[config.mk]
export PLATFORM = sky130hd
export DESIGN_NAME = z_result_stage
export DESIGN_NICKNAME = d
export VERILOG_FILES = /design/src/rtl/z_result_stage.sv
export SDC_FILE = /design/constraint.sdc
export NUM_CORES = 1
export LEC_CHECK = 0
export ABC_AREA = 1
export CAP_MARGIN = 5
export CORE_MARGIN = 2
export CORE_UTILIZATION = 51
export DETAILED_ROUTE_END_ITERATION = 16
export PLACE_DENSITY = 0.86
export SLEW_MARGIN = 25
export SYNTH_ARGS = -nofsm -noshare
export SYNTH_HDL_FRONTEND = slang
export SYNTH_SLANG_ARGS = --single-unit
[constraint.sdc]
create_clock -name clock -period 2.23 [get_ports clock]
set_clock_uncertainty 0.15 [all_clocks]
set_input_delay 0.446 -clock clock [delete_from_list [all_inputs] [get_ports clock]]
set_output_delay 0.446 -clock clock [all_outputs]
set_load 0.02 [all_outputs]
[src/rtl/z_result_stage.sv]
// Purpose : 2-entry in-order result buffer between the rotate/shift/ALU producers and the Z result consumer.
// Latency : a push into an empty buffer is visible on ZLO/ZHI one cycle later.
// Backpres: in_ready depends only on registered state (low when both entries are held); out_ready never reaches in_ready.
//
// Ports   : clock, clear (async active-low reset), in_valid/in_ready/in_lo/in_hi/in_wide (producer side),
//           flush (sync discard), out_valid/out_ready/ZLO/ZHI/z_flag/n_flag (consumer side), occupancy (0..2).
// Option  : define Z_FLAGS_EN to compute zero/negative flags at push time and store them per entry;
//           without it z_flag/n_flag are tied to 0 and no flag storage exists.
module z_result_stage (
    input  logic        clock,
    input  logic        clear,
    input  logic        in_valid,
    output logic        in_ready,
    input  logic [31:0] in_lo,
    input  logic [31:0] in_hi,
    input  logic        in_wide,
    input  logic        flush,
    output logic        out_valid,
    input  logic        out_ready,
    output logic [31:0] ZLO,
    output logic [31:0] ZHI,
    output logic        z_flag,
    output logic        n_flag,
    output logic [1:0]  occupancy
);

    // Encoding doubles as the occupancy count.
    typedef enum logic [1:0] {
        EMPTY = 2'd0,
        ONE   = 2'd1,
        FULL  = 2'd2
    } state_t;

    state_t      state_q;

    // Entry 0 is always the head; entry 1 is only meaningful in FULL.
    logic [31:0] lo0_q, hi0_q, lo1_q, hi1_q;

    logic        push;
    logic        pop;
    logic [31:0] new_hi;
    logic        load0_new;   // incoming result becomes the head
    logic        load1_new;   // incoming result queues behind the head
    logic        shift_up;    // second entry moves to head

    assign in_ready  = (state_q != FULL);
    assign out_valid = (state_q != EMPTY);
    assign occupancy = state_q;

    assign push   = in_valid & in_ready;
    assign pop    = out_valid & out_ready;
    assign new_hi = in_wide ? in_hi : 32'h0;

    always_comb begin
        load0_new = 1'b0;
        load1_new = 1'b0;
        shift_up  = 1'b0;
        if (!flush) begin
            case (state_q)
                EMPTY:   load0_new = push;
                // Simultaneous push and pop: the old head leaves, so the new result takes its place.
                ONE: begin
                    load0_new = push & pop;
                    load1_new = push & ~pop;
                end
                FULL:    shift_up  = pop;
                default: ;
            endcase
        end
    end

    // Occupancy FSM; flush wins over any push/pop in the same cycle.
    always_ff @(posedge clock or negedge clear) begin
        if (!clear) begin
            state_q <= EMPTY;
        end else if (flush) begin
            state_q <= EMPTY;
        end else begin
            case (state_q)
                EMPTY: if (push) state_q <= ONE;
                ONE: begin
                    if (push && !pop)      state_q <= FULL;
                    else if (pop && !push) state_q <= EMPTY;
                end
                FULL:    if (pop) state_q <= ONE;
                default: state_q <= EMPTY;
            endcase
        end
    end

    always_ff @(posedge clock or negedge clear) begin
        if (!clear) begin
            lo0_q <= 32'h0;
            hi0_q <= 32'h0;
            lo1_q <= 32'h0;
            hi1_q <= 32'h0;
        end else begin
            if (load0_new) begin
                lo0_q <= in_lo;
                hi0_q <= new_hi;
            end else if (shift_up) begin
                lo0_q <= lo1_q;
                hi0_q <= hi1_q;
            end
            if (load1_new) begin
                lo1_q <= in_lo;
                hi1_q <= new_hi;
            end
        end
    end

    // Entry storage is left stale when popped; the outputs are masked instead.
    assign ZLO = out_valid ? lo0_q : 32'h0;
    assign ZHI = out_valid ? hi0_q : 32'h0;

`ifdef Z_FLAGS_EN
    logic z0_q, n0_q, z1_q, n1_q;
    logic new_z, new_n;

    assign new_z = (new_hi == 32'h0) && (in_lo == 32'h0);
    assign new_n = in_wide ? in_hi[31] : in_lo[31];

    always_ff @(posedge clock or negedge clear) begin
        if (!clear) begin
            z0_q <= 1'b0;
            n0_q <= 1'b0;
            z1_q <= 1'b0;
            n1_q <= 1'b0;
        end else begin
            if (load0_new) begin
                z0_q <= new_z;
                n0_q <= new_n;
            end else if (shift_up) begin
                z0_q <= z1_q;
                n0_q <= n1_q;
            end
            if (load1_new) begin
                z1_q <= new_z;
                n1_q <= new_n;
            end
        end
    end

    assign z_flag = out_valid & z0_q;
    assign n_flag = out_valid & n0_q;
`else
    assign z_flag = 1'b0;
    assign n_flag = 1'b0;
`endif

endmodule

==> flow_summary_export.csv <==
group,metric,value,unit
power,power_frac_seq,37.6,%
clocking,clock_sinks,130,
global_routing,grt_start_max_net_pins,56,
synthesis,yosysTopAreaCell,"dfrtp_1",
global_routing,grt_pass1_wl,24500,µm
setup_path,r2r-end,"lo1_q[5]",
placement,portBuffers,137,
floorplan,die_w,113.8,µm
setup_path,critPathRequiredTime,1.63,ns
clocking,cts_tree,"yes",
power,ir_worst_vdd,601.7,µV
synthesis,netlist.area_leader.share,52.88,%
min_path,hold_depth,2,
setup_path,criticalPathCategory,"flop to output pin",
layout,n_fill_cell,937,
detailed_routing,drtIter0Drc,299,
setup_path,r2r_slack,0.40,ns
global_routing,gr-total-overflow,0,
setup_path,critPathLaunchType,"flop",
floorplan,die_area,0.01296,mm²
placement,place_hpwl,9511,µm
detailed_routing,highest_layer,"met4",
power,leakage,4.001,nW
synthesis,ys_ff_latch,130,
min_path,hold_end,"hi1_q[0]",
floorplan,fp.dieH,113.8,µm
floorplan,start_util,51.65,%
clocking,path_clk_slew,0.06,ns
global_routing,grt_pass1_vias,5137,
detailed_routing,wl_per_cell,14.23,µm
synthesis,ys_seq_area_share,52.88,%
sta,hold_viol,0,
setup_path,setup.worst_path.end_class,"output pin",
detailed_routing,routed_via_density,5.051,
power,power_frac_comb,32.9,%
sta,max_freq,461.9,MHz
layout,area_growth_syn_to_layout,34.98,%
sta,finalCritPeriodShare,97.08,%
sta,slew_violations,0,
detailed_routing,met3_length,808,µm
layout,insertedDiodeCount,0,
sta,min_period,2.165,ns
detailed_routing,wl_met1,6434,µm
placement,dp_slack,0.1138,ns
setup_path,critical_path_arrival,1.57,ns
synthesis,avgSynthCellArea,8.451,µm²
floorplan,rows,40,
sta,whs,0.3265,ns
clocking,clockRootBuffer,"clkbuf_16",
detailed_routing,first_pass_iters,4,
synthesis,yosys_warnings,0,
clocking,cts_buffers,17,
detailed_routing,wl_met2,7087,µm
floorplan,core,0.01191,mm²
power,clkPwrFrac,29.5,%
detailed_routing,vias,5172,
floorplan,pin_count,140,
min_path,min_path_type,"flop to flop",
clocking,post-cts-setup-buffers,0,
global_routing,antenna_found_initial,0,
global_routing,grt_util_all_layers,23.88,%
setup_path,worstPathMaxFanout,31,
power,p_per_area,1204,mW/mm²
synthesis,netlist_top_cells_area,"dfrtp_1, nand2_1, o21ai_2",
layout,drive_above_1_share,15.39,%
sta,finalSetupTns,0,ns
status,status,"finished clean",
job,maxCapViolations,0,
min_path,hold_start,"hi1_q[0]",
setup_path,reg2reg_depth,8,
power,swShare,33.94,%
clocking,clk_latency,0.41,ns
layout,nNetsFinal,934,
sta,layout_setup_ws,0.06511,ns
synthesis,synthDistinctLibCells,21,
clocking,clockBufferDepth,2,
setup_path,timing.rr.start,"occupancy[1]",
clocking,h-tree-depth,4,
detailed_routing,ant_nets,0,
sta,finalSetupViolCount,0,
detailed_routing,drc,0,
power,power.switching,3.394,mW
placement,gp_congestion,0.8181,
detailed_routing,drt-total-wl,14570,µm
synthesis,syn-cell-area,0.006152,mm²
sta,rsz0062_at_grt,"yes",
synthesis,syn-instance-count,728,
power,power.internal,6.606,mW
## cells by family after synthesis
family | Yosys count | synth area share [%]
and+or+nand+nor | 287 | 17.90
buffers and inverters | 154 | 11.39
other | 1 | 0.06095
AOI/OAI and AO/OA | 156 | 17.78
DFF | 130 | 52.88
## registers in the layout, indices dropped and copies added, names as in the netlist
register   cells
occupancy      2
hi0_q         32
hi1_q         32
lo0_q         32
lo1_q         32
## synth_stat cells, drive strengths merged
cell    instances
clkbuf         18
nand3           5
nand2         207
o31ai           1
conb            1
dfrtp         130
buf            27
inv           109
a21oi          26
o211ai         43
o21ai          86
nor2           75
## metal layers
metal  track usage [%]  vias up
li1                  -     2537
met1             31.68     2454
met2             38.36      161
met3             4.942       20
met4             10.33        0
met5                 0        -
## stage by stage
step                power [mW]  util, %  instances  cell area, µm²
global route             10.63    69.72       1024            8304
global placement         7.154    65.03        991            7746
detailed placement       7.292    65.03        991            7746
floorplan                5.895        -        729            6156
finish                   10.00    69.72       1024            8304
CTS                      10.04    69.78       1024            8312
## worst max-delay path by stage
stage / start / to / slack (ns) / cells past startpoint
after floorplan: occupancy[0] / out_valid / 0.28 / 4
after global placement: out_ready / lo0_q[5] / 0.12 / 8
after detailed placement: out_ready / lo0_q[0] / 0.11 / 8
after CTS: occupancy[0] / occupancy[0] / 0.004 / 2
after global routing: occupancy[1] / ZHI[6] / -0.02 / 4
final: occupancy[1] / ZLO[19] / 0.07 / 4
## critical path, cell delays in order, from the launching register on
cell and delay (ns):
dfrtp_1 0.40, nor2_4 0.17, buf_12 0.21, nor2_1 0.07, clkdlybuf4s15_1 0.29
## what timing repair did
action	in CTS	in global routing
pin swaps	1	0
endpoints found under the hold margin	34	0
hold buffers	1	0
setup endpoints to repair	66	66
gates resized for setup	67	83
## layout make-up
class                      instances  area [µm²]  share of cell area, %
sequential                       130        3253                  39.17
clock buffer                      19       452.9                  5.454
tap                              147       183.9                  2.215
multi-input combinational        445        2217                  26.70
inverter                         109       409.1                  4.927
clock inverter                    13       183.9                  2.215
timing repair buffer             161        1604                  19.32
## placed cells by master, fill, tap and decap left out, types with 11 or more instances in the layout
cell type,n
o21ai_1,16
inv_1,108
buf_12,11
nor2_1,72
dfrtp_1,130
o21ai_0,19
o21ai_2,51
nand2_1,206
clkdlybuf4s50_1,69
clkbuf_16,17
o211ai_1,43
clkbuf_2,18
clkdlybuf4s15_1,47
a21oi_1,23
buf_4,12
## power by group through the flow
stage	combinational (mW)	sequential [mW]	clock, mW
3_5_place_dp	3.51	3.78	0
6_report	3.29	3.76	2.95
2_1_floorplan	2.20	3.69	0
4_1_cts	3.30	3.76	2.99
5_1_grt	3.65	3.88	3.10
3_3_place_gp	3.42	3.74	0
(Power assumes the default switching activity.)
